$ cat config.mk
export PLATFORM = sky130hd
export DESIGN_NAME = acc_control
export DESIGN_NICKNAME = d
export VERILOG_FILES = /design/src/rtl/acc_pkg.sv /design/src/rtl/acc_alu.sv /design/src/rtl/acc_control.sv
export SDC_FILE = /design/constraint.sdc
export NUM_CORES = 1
export LEC_CHECK = 0
export BUFFER_PORTS_ARGS = -buffer_cell sky130_fd_sc_hd__buf_2
export CORE_MARGIN = 3
export CORE_UTILIZATION = 30
export DETAILED_ROUTE_END_ITERATION = 10
export GPL_TIMING_DRIVEN = 0
export PLACE_DENSITY = 0.62
export SLEW_MARGIN = 20
export SYNTH_ARGS = -nofsm -noshare
export SYNTH_HDL_FRONTEND = slang
export SYNTH_SLANG_ARGS = --single-unit
$ cat constraint.sdc
create_clock -name clk -period 6.93 [get_ports clk]
set_input_delay 1.386 -clock clk [delete_from_list [all_inputs] [get_ports clk]]
set_output_delay 1.386 -clock clk [all_outputs]
set_load 0.01 [all_outputs]
$ cat src/rtl/acc_pkg.sv
// acc_pkg -- shared definitions for the accumulator machine controller.
// Holds the opcode encodings (IR[15:12]) and the controller state enumeration.
package acc_pkg;

    localparam logic [3:0] OP_NOP   = 4'h0;
    localparam logic [3:0] OP_LOAD  = 4'h1;
    localparam logic [3:0] OP_STORE = 4'h2;
    localparam logic [3:0] OP_ADD   = 4'h3;
    localparam logic [3:0] OP_SUB   = 4'h4;
    localparam logic [3:0] OP_JMP   = 4'h5;
    localparam logic [3:0] OP_JZ    = 4'h6;
    localparam logic [3:0] OP_HALT  = 4'h7;

    typedef enum logic [2:0] {
        FETCH  = 3'd0,
        READI  = 3'd1,
        DECODE = 3'd2,
        EXEC   = 3'd3,
        WB     = 3'd4,
        HALT   = 3'd5
    } state_t;

    // True for the opcodes that need a memory operand and a write-back cycle.
    function automatic logic is_alu_op(input logic [3:0] op);
        return (op == OP_LOAD) || (op == OP_ADD) || (op == OP_SUB);
    endfunction

endpackage

$ cat src/rtl/acc_alu.sv
// acc_alu -- combinational accumulator datapath.
// Ports:
//   op_i      opcode (IR[15:12])
//   acc_i     current accumulator
//   mdr_i     memory operand
//   result_o  new accumulator: MDR (LOAD), ACC+MDR (ADD), ACC-MDR (SUB), else ACC
//   zero_o    result_o == 0
// Arithmetic is modulo 2^16; carry and borrow are dropped.
module acc_alu
    import acc_pkg::*;
(
    input  logic [3:0]  op_i,
    input  logic [15:0] acc_i,
    input  logic [15:0] mdr_i,
    output logic [15:0] result_o,
    output logic        zero_o
);

    always_comb begin
        result_o = acc_i;
        case (op_i)
            OP_LOAD: result_o = mdr_i;
            OP_ADD:  result_o = acc_i + mdr_i;
            OP_SUB:  result_o = acc_i - mdr_i;
            default: result_o = acc_i;
        endcase
    end

    assign zero_o = (result_o == 16'h0000);

endmodule

$ cat src/rtl/acc_control.sv
// acc_control -- control unit of a small accumulator machine.
// The register file lives outside; this block reads the current values
// (*_reg) and drives combinational next values (*_next) back into it.
// Ports:
//   clk, rst                 clock, synchronous active-high reset
//   PC/IR/ACC/MDR/MAR/Zflag  _reg inputs (current), _next outputs (next)
//   mem_addr                 memory address (= MAR_reg)
//   mem_rdata                asynchronous read data for mem_addr
//   mem_wdata                write data (= ACC_reg)
//   mem_we                   write strobe, write happens at the clk edge
//   halted                   high while in HALT
//   dbg_state_o              current controller state, for observation
// Sequence: FETCH -> READI -> DECODE -> EXEC [-> WB] -> FETCH, or EXEC -> HALT.
module acc_control
    import acc_pkg::*;
(
    input  logic        clk,
    input  logic        rst,
    input  logic [7:0]  PC_reg,
    input  logic [15:0] IR_reg,
    input  logic [15:0] ACC_reg,
    input  logic [15:0] MDR_reg,
    input  logic [7:0]  MAR_reg,
    input  logic        Zflag_reg,
    output logic [7:0]  PC_next,
    output logic [15:0] IR_next,
    output logic [15:0] ACC_next,
    output logic [15:0] MDR_next,
    output logic [7:0]  MAR_next,
    output logic        Zflag_next,
    output logic [7:0]  mem_addr,
    input  logic [15:0] mem_rdata,
    output logic [15:0] mem_wdata,
    output logic        mem_we,
    output logic        halted,
    output state_t      dbg_state_o
);

    state_t      state_q;
    logic [3:0]  opcode;
    logic [15:0] alu_result;
    logic        alu_zero;

    assign opcode = IR_reg[15:12];

    acc_alu u_alu (
        .op_i     (opcode),
        .acc_i    (ACC_reg),
        .mdr_i    (MDR_reg),
        .result_o (alu_result),
        .zero_o   (alu_zero)
    );

    always_ff @(posedge clk) begin
        if (rst) begin
            state_q <= FETCH;
        end else begin
            case (state_q)
                FETCH:  state_q <= READI;
                READI:  state_q <= DECODE;
                DECODE: state_q <= EXEC;
                EXEC: begin
                    if (is_alu_op(opcode))    state_q <= WB;
                    else if (opcode == OP_HALT) state_q <= HALT;
                    else                      state_q <= FETCH;
                end
                WB:     state_q <= FETCH;
                HALT:   state_q <= HALT;
                default: state_q <= FETCH;
            endcase
        end
    end

    always_comb begin
        PC_next    = PC_reg;
        IR_next    = IR_reg;
        ACC_next   = ACC_reg;
        MDR_next   = MDR_reg;
        MAR_next   = MAR_reg;
        Zflag_next = Zflag_reg;
        mem_we     = 1'b0;
        case (state_q)
            FETCH:  MAR_next = PC_reg;
            READI: begin
                MDR_next = mem_rdata;
                PC_next  = PC_reg + 8'd1;
            end
            DECODE: begin
                IR_next  = MDR_reg;
                MAR_next = MDR_reg[7:0];
            end
            EXEC: begin
                case (opcode)
                    OP_LOAD, OP_ADD, OP_SUB: MDR_next = mem_rdata;
                    // Reset wins so a STORE interrupted by rst never writes.
                    OP_STORE: mem_we = ~rst;
                    OP_JMP:   PC_next = IR_reg[7:0];
                    OP_JZ:    if (Zflag_reg) PC_next = IR_reg[7:0];
                    default:  ;
                endcase
            end
            WB: begin
                ACC_next   = alu_result;
                Zflag_next = alu_zero;
            end
            default: ;
        endcase
    end

    assign mem_addr    = MAR_reg;
    assign mem_wdata   = ACC_reg;
    assign halted      = (state_q == HALT) && !rst;
    assign dbg_state_o = state_q;

endmodule

After elaboration in Yosys (flattened, before gate mapping)
Index checks and enable logic that the tools add are counted.

word-level totals
  register bits = 3
  bits of input ports = 83
  output and inout port bits = 94
  logic and storage cells = 39

cells by class
  add/subtract/negate cells = 3
  equality and inequality tests = 12
  muxes and demuxes = 15
  bitwise operators = 1
  reduce and logical (&&, ||, !) cells = 7

operators with widths
  kind                                                  count
  two-way mux 16 bit                                    3
  case mux 16 bit (3 select lines)                      1
  case mux 8 bit (2 select lines)                       3
  case mux 16 bit (2 select lines)                      1
  adder 16 bit                                          1
  equality test 4 x 3 -> 1 bit (second input constant)  4
  logical NOT 16 bit                                    1
  subtractor 16 bit                                     1
  case mux 3 bit (5 select lines)                       1
  adder 8 x 1 -> 8 bit (second input constant)          1
  equality test 4 x 2 -> 1 bit (second input constant)  2
  two-way mux 8 bit                                     1
  equality test 3 x 2 -> 1 bit (second input constant)  2
  equality test 3 bit (second input constant)           2
  two-way mux 3 bit                                     2
  equality test 4 x 1 -> 1 bit (second input constant)  1
  equality test 3 x 1 -> 1 bit (second input constant)  1
  logical NOT 3 bit                                     1
  two-way mux 1 bit                                     3
  OR reduction 3 bit                                    1
  logical OR 1 bit                                      2
  logical AND 1 bit                                     1
  logical NOT 1 bit                                     1
  NOT 1 bit                                             1

Depth between registers and ports, before layout
  word-level depth = 5
  gate-level depth with buffers = 16
  gate-level depth less buffers = 16

Hierarchy
From an unflattened synthesis, not the netlist that was laid out.

second synthesis, totals
  cells, all modules = 393
  area, all modules = 3016.6 um^2

modules (own cells, without submodules)
  module       times used  cells an instance  area an instance (um^2)  sequential area each (um^2)
  acc_control  1           193                1584.0                   60.1
  acc_alu      1           200                1432.6                   0.0

Worst setup path after synthesis
Ideal clock, no wire load.

  path kind = input to output
  from = in IR_reg[14]
  to = out Zflag_next
  arrival time = 4.797 ns
  data required time = 5.544 ns
  setup slack = 0.747 ns
  stages = 15
  path buffers = 2
  path through = buf_2 nor4b_4 clkbuf_1 a21oi_1 xnor2_1 ha_1 a21o_1 a21o_1 a311o_1 a221o_1 xor2_1 a222oi_1 and3_1 and4_1 a32o_1

on the way
  cells in the longest elaborated chain, start to end = 4
  elaborated cells on any way between the ends = 6
  those cells by class = 3 x eq/ne; 2 x mux; 1 x reduce/logical

RTL lines
  what                                                        line               RTL
  start: declaration                                          acc_control.sv:20  input logic [15:0] IR_reg,
  equality test 4 x 3 -> 1 bit, or another cell as far along  acc_alu.sv:21      case (op_i)
  case mux 16 bit (3 select lines) *                          acc_alu.sv:21
  logical NOT 16 bit *                                        acc_alu.sv:29      assign zero_o = (result_o == 16'h0000);
  two-way mux 1 bit *                                         acc_control.sv:82  case (state_q)
  end: declaration                                            acc_control.sv:30  output logic Zflag_next,

Mark *: on every way between the ends. The rest lies on a longest branch, timed or not.

Worst setup path in the final report
  from = in MDR_reg[3]
  to = out Zflag_next

on the way
  cells in the longest elaborated chain, start to end = 4
  elaborated cells on any way between the ends = 5
  those cells by class = 2 x add/sub; 2 x mux; 1 x reduce/logical

RTL lines
  what                                               line                          RTL
  start: declaration                                 acc_control.sv:22             input logic [15:0] MDR_reg,
  subtractor 16 bit or adder 16 bit (tied branches)  acc_alu.sv:24, acc_alu.sv:23
  case mux 16 bit (3 select lines) *                 acc_alu.sv:21
  logical NOT 16 bit *                               acc_alu.sv:29
  two-way mux 1 bit *                                acc_control.sv:82

Marks and branches as above.

==> results_tabular.tex <==
\begin{tabular}{lr}
\hline
Metric & Value \\
\hline
\multicolumn{2}{l}{\textbf{Run status}} \\
\quad Status & finished clean \\
\multicolumn{2}{l}{\textbf{Timing}} \\
\quad Slew of the pin with the lowest slew margin & 0.733 ns \\
\quad Clock period minus worst slack & 6.67 ns \\
\quad Unrepaired setup endpoints after global routing & no \\
\quad Final worst-path cycle share & 0.962 \\
\quad Final Max Slew Viols & 0 \\
\quad Headroom to the max-slew limit & 0.512 \\
\quad WHS & 0.588 ns \\
\quad Fin worst setup slack & 0.263 ns \\
\quad Setup clock skew after layout & 0.00371 ns \\
\quad Final hold violation count & 0 \\
\quad Number of endpoints failing setup at the final stage & 0 \\
\quad Maximum frequency from static timing analysis & about 0.15 GHz \\
\multicolumn{2}{l}{\textbf{Setup path}} \\
\quad Critical Path Fanout Max & 8 \\
\quad Worst path required time & about 5.5 ns \\
\quad Capturing point of the worst reg2reg path & dbg\_state\_o[0]\$\_SDFF\_PP0\_ \\
\quad Worst Setup Start Kind & primary input \\
\quad Beginning of the worst register-to-register path & dbg\_state\_o[1]\$\_SDFF\_PP0\_ \\
\quad Reg2Reg Setup Slack & 5.19 ns \\
\quad Worst-case reg-to-reg path depth & 6 \\
\quad Data arrival, critical path & 5.28 ns \\
\quad CP Capture Type & output port \\
\quad Critical path class & in2out \\
\multicolumn{2}{l}{\textbf{Global route}} \\
\quad Global-route usage over all layers & 0.209 \\
\quad Sum of overflow across all layers after global routing & 0 \\
\quad Pin count of the biggest net entering global routing & 11 \\
\quad Initial antenna violation count & 0 \\
\quad Wire length of the first global-routing pass & 17300 um \\
\quad Number of global-route vias before repair & between 3k and 4k \\
\multicolumn{2}{l}{\textbf{Pwr}} \\
\quad Worst supply voltage drop on vdd & roughly 0.000057 V \\
\quad Combinational Power Share & 0.822 \\
\quad Register share of total power & 0.047 \\
\quad Switching power & 200 uW \\
\quad Pwr dens & 108 nW/um2 \\
\quad Leakage dissipation & 1.87 nW \\
\quad Internal power contribution & 210 uW \\
\quad Clock network fraction of design power & 0.131 \\
\quad Switching share of power & 0.487 \\
\multicolumn{2}{l}{\textbf{Hold path}} \\
\quad Hold Path Class & reg2reg \\
\quad Number of instances on the worst hold path & 1 \\
\quad Hold endpoint & dbg\_state\_o[1]\$\_SDFF\_PP0\_ \\
\quad Start point of the worst hold path & dbg\_state\_o[2]\$\_SDFF\_PP0\_ \\
\multicolumn{2}{l}{\textbf{Drt}} \\
\quad Total iterations of the first detailed-routing run & 5 \\
\quad Final wirelength & 11400 um \\
\quad Number of nets still failing antenna checks after routing & 0 \\
\quad Via count & 3728 \\
\quad Detailed-route DRC error count & 0 \\
\quad Routed via count divided by cell count & 5.44 \\
\quad Drt initial violations & 225 \\
\quad Wire per inst & 16.7 um \\
\multicolumn{2}{l}{\textbf{Job}} \\
\quad Reported max-cap violation count & 0 \\
\multicolumn{2}{l}{\textbf{Finish}} \\
\quad Fraction of layout instances using a drive strength above 1 & 0.421 \\
\quad Layout overhead on the synthesized area & 39.1\% \\
\quad Flip-flop count of the largest register, all copies and words added & 3 \\
\quad Inserted Diodes & 0 \\
\quad Final core utilization & 0.433 \\
\quad NumNets Final & roughly 680 \\
\quad Number of non-filler instances in the completed layout & 685 \\
\quad Layout fillers & between 900 and 1k \\
\multicolumn{2}{l}{\textbf{Logic synthesis}} \\
\quad Asr flop ratio synth & 0 \\
\quad Cell taking the most area after synthesis & sky130\_fd\_sc\_hd\_\_mux2\_2 \\
\quad Net Count, Synth & 501 \\
\quad Top area cells in the synthesized netlist & sky130\_fd\_sc\_hd\_\_mux2\_2 (11\%), sky130\_fd\_sc\_hd\_\_ha\_1 (7.8\%), sky130\_fd\_sc\_hd\_\_xnor2\_1 (7.4\%), sky130\_fd\_sc\_hd\_\_buf\_4 (6.6\%), sky130\_fd\_sc\_hd\_\_o21ai\_0 (6.2\%) \\
\quad Synth warn & 0 \\
\quad EDFF count, synth & 0 \\
\quad Sequential cell area fraction in the yosys report & 0.0220 \\
\quad Gate count after technology mapping & 400 \\
\quad Post-synth design cell area & roughly 2700 um2 \\
\quad Yosys top cell area share & 0.107 \\
\quad Synth cell types & 57 \\
\quad Number of synthesized register bits & 3 \\
\quad Synth Area per Inst & 6.83 um2 \\
\quad Flip-flop cell with the highest count after synthesis & sky130\_fd\_sc\_hd\_\_dfxtp\_1 \\
\multicolumn{2}{l}{\textbf{Floorplan}} \\
\quad Number of standard-cell rows in the floorplan & 34 \\
\quad Die Wd & between 100 and 150 um \\
\quad Area of the core & 8760 um2 \\
\quad Die Footprint & between 10000 and 15000 um2 \\
\quad DIE HEIGHT & 101 um \\
\quad Initial core utilization & 0.312 \\
\quad Number of ports placed on the die boundary & 177 \\
\multicolumn{2}{l}{\textbf{Place}} \\
\quad DP Cell Count & 679 \\
\quad Weighted congestion at the end of routability-driven global placement & just under 0.9 \\
\quad Setup slack at placement & -0.0157 ns \\
\quad Count of buffers inserted at the top-level ports & $\sim$170 \\
\quad HPWL after DPL & 9570 um \\
\multicolumn{2}{l}{\textbf{CTS}} \\
\quad CTS tree & built \\
\quad Insertion delay of the later-clocked pin in the worst-skew pair & around 0.23 ns \\
\quad Clock Root Buffer & sky130\_fd\_sc\_hd\_\_clkbuf\_8 \\
\quad H-Tree Level Count & 1 \\
\quad TritonCTS buffer count & 3 \\
\quad Maximum clock path buffer count & 2 \\
\quad Clock transition at the register clock pins on the worst setup and hold paths after CTS & 0.03 ns \\
\quad Sinks on the clock net & 3 \\
\hline
\end{tabular}
## power by group through the flow
| stage | clock (mW) | combinational [mW] | sequential (mW) |
|---|---|---|---|
| 6_report | 0.0538 | 0.336 | 0.0193 |
| 3_3_place_gp | 0 | 0.332 | 0.0196 |
| 5_1_grt | 0.0559 | 0.369 | 0.0195 |
| 4_1_cts | 0.0544 | 0.335 | 0.0193 |
| 2_1_floorplan | 0 | 0.212 | 0.0202 |
| 3_5_place_dp | 0 | 0.333 | 0.0196 |
## critical path, cell delays in order
cell and delay, ns:
sky130_fd_sc_hd__clkbuf_1 0.20, sky130_fd_sc_hd__nor3_1 0.25, sky130_fd_sc_hd__nand3b_1 0.14, sky130_fd_sc_hd__nor2_2 0.21, sky130_fd_sc_hd__a21oi_1 0.13, sky130_fd_sc_hd__xnor2_1 0.14, sky130_fd_sc_hd__ha_1 0.35, sky130_fd_sc_hd__a21o_1 0.23
sky130_fd_sc_hd__a21o_1 0.18, sky130_fd_sc_hd__a311o_1 0.38, sky130_fd_sc_hd__a221o_1 0.38, sky130_fd_sc_hd__xor2_1 0.15, sky130_fd_sc_hd__a222oi_1 0.42, sky130_fd_sc_hd__and3_1 0.22, sky130_fd_sc_hd__and4_1 0.22, sky130_fd_sc_hd__a32o_1 0.17
sky130_fd_sc_hd__buf_2 0.13
## layout by cell type (no fill, tap or decap), types with 15 or more instances in the layout
| master | instances |
|---|---|
| sky130_fd_sc_hd__buf_4 | 26 |
| sky130_fd_sc_hd__mux2_2 | 26 |
| sky130_fd_sc_hd__nand2_1 | 44 |
| sky130_fd_sc_hd__o22ai_1 | 16 |
| sky130_fd_sc_hd__inv_1 | 15 |
| sky130_fd_sc_hd__ha_1 | 17 |
| sky130_fd_sc_hd__clkbuf_1 | 20 |
| sky130_fd_sc_hd__o21ai_0 | 34 |
| sky130_fd_sc_hd__xnor2_1 | 23 |
| sky130_fd_sc_hd__nor2_1 | 24 |
| sky130_fd_sc_hd__buf_2 | 175 |
| sky130_fd_sc_hd__a21oi_1 | 22 |
## per-stage QoR
step                setup TNS [ns]  power, mW  area (um2)
CTS                              0      0.409        3770
finish                           0      0.410        3800
global placement           -0.0145      0.351        3720
detailed placement         -0.0157      0.353        3720
floorplan                        0      0.232        2730
global route                     0      0.445        3800
## cell type report
class	count	area, um2	area share
tap	108	135	0.0356
sequential	3	60.1	0.0158
multi-input combinational	333	2350	0.619
inverter	15	56.3	0.0148
buffer	49	280	0.0738
clock buffer	4	45.0	0.0119
timing repair buffer	173	871	0.229
## synthesized netlist by cell type, types with 2 or more instances
| master | n |
|---|---|
| sky130_fd_sc_hd__a31oi_1 | 9 |
| sky130_fd_sc_hd__nor2b_1 | 3 |
| sky130_fd_sc_hd__nor2_1 | 26 |
| sky130_fd_sc_hd__mux2i_1 | 10 |
| sky130_fd_sc_hd__dfxtp_1 | 3 |
| sky130_fd_sc_hd__o21a_1 | 11 |
| sky130_fd_sc_hd__xor2_1 | 4 |
| sky130_fd_sc_hd__a32o_1 | 3 |
| sky130_fd_sc_hd__clkbuf_1 | 20 |
| sky130_fd_sc_hd__a21oi_1 | 22 |
| sky130_fd_sc_hd__and2_1 | 3 |
| sky130_fd_sc_hd__nand2b_1 | 4 |
| sky130_fd_sc_hd__a21o_1 | 6 |
| sky130_fd_sc_hd__mux2_2 | 26 |
| sky130_fd_sc_hd__a222oi_1 | 10 |
| sky130_fd_sc_hd__inv_1 | 15 |
| sky130_fd_sc_hd__ha_1 | 17 |
| sky130_fd_sc_hd__nand3_1 | 6 |
| sky130_fd_sc_hd__and3_1 | 9 |
| sky130_fd_sc_hd__nand2_1 | 44 |
| sky130_fd_sc_hd__xnor2_1 | 23 |
| sky130_fd_sc_hd__nor3_1 | 8 |
| sky130_fd_sc_hd__and4_1 | 2 |
| sky130_fd_sc_hd__buf_4 | 24 |
| sky130_fd_sc_hd__o22ai_1 | 16 |
| sky130_fd_sc_hd__nor3b_1 | 2 |
| sky130_fd_sc_hd__or2_2 | 2 |
| sky130_fd_sc_hd__buf_2 | 4 |
| sky130_fd_sc_hd__nand3b_1 | 3 |
| sky130_fd_sc_hd__a22oi_1 | 3 |
| sky130_fd_sc_hd__o21ai_0 | 34 |
| sky130_fd_sc_hd__a21boi_0 | 2 |
| sky130_fd_sc_hd__a211oi_1 | 2 |
## how the worst max path moves through the flow
stage | start | endpoint | slack [ns] | cells after the start
final | MDR_reg[3] | Zflag_next | 0.26 | 17
after floorplan | IR_reg[14] | Zflag_next | 0.75 | 15
after CTS | MDR_reg[2] | Zflag_next | 0.07 | 17
after global placement | IR_reg[14] | Zflag_next | -0.01 | 16
after global routing | MDR_reg[2] | Zflag_next | 0.05 | 17
after detailed placement | IR_reg[14] | Zflag_next | -0.02 | 16
## cells by family (layout without fill, tap and decap cells)
kind of cell	count (synthesis)	count (layout)	synth area share
adders and majority gates	18	18	0.0852
xor gates and xnor gates	27	27	0.0866
AOI/OAI and AO/OA	129	129	0.309
muxes	36	36	0.144
buffers and inverters	64	241	0.123
and+or+nand+nor	123	123	0.230
DFF	3	3	0.0220
## what timing repair did
item / CTS / global route
setup buffers: 0 / 2
setup endpoints to repair: 1 / 1
gates resized for setup: 1 / 4
hold buffers: 0 / 0
## metal layers
metal,vias up,share of wire,GRT usage
met1,1719,0.41,0.265
met3,15,0.090,0.0351
met5,-,0,0
met4,0,0.022,0.0593
li1,1810,-,-
met2,184,0.48,0.362
(Power assumes the default switching activity.)
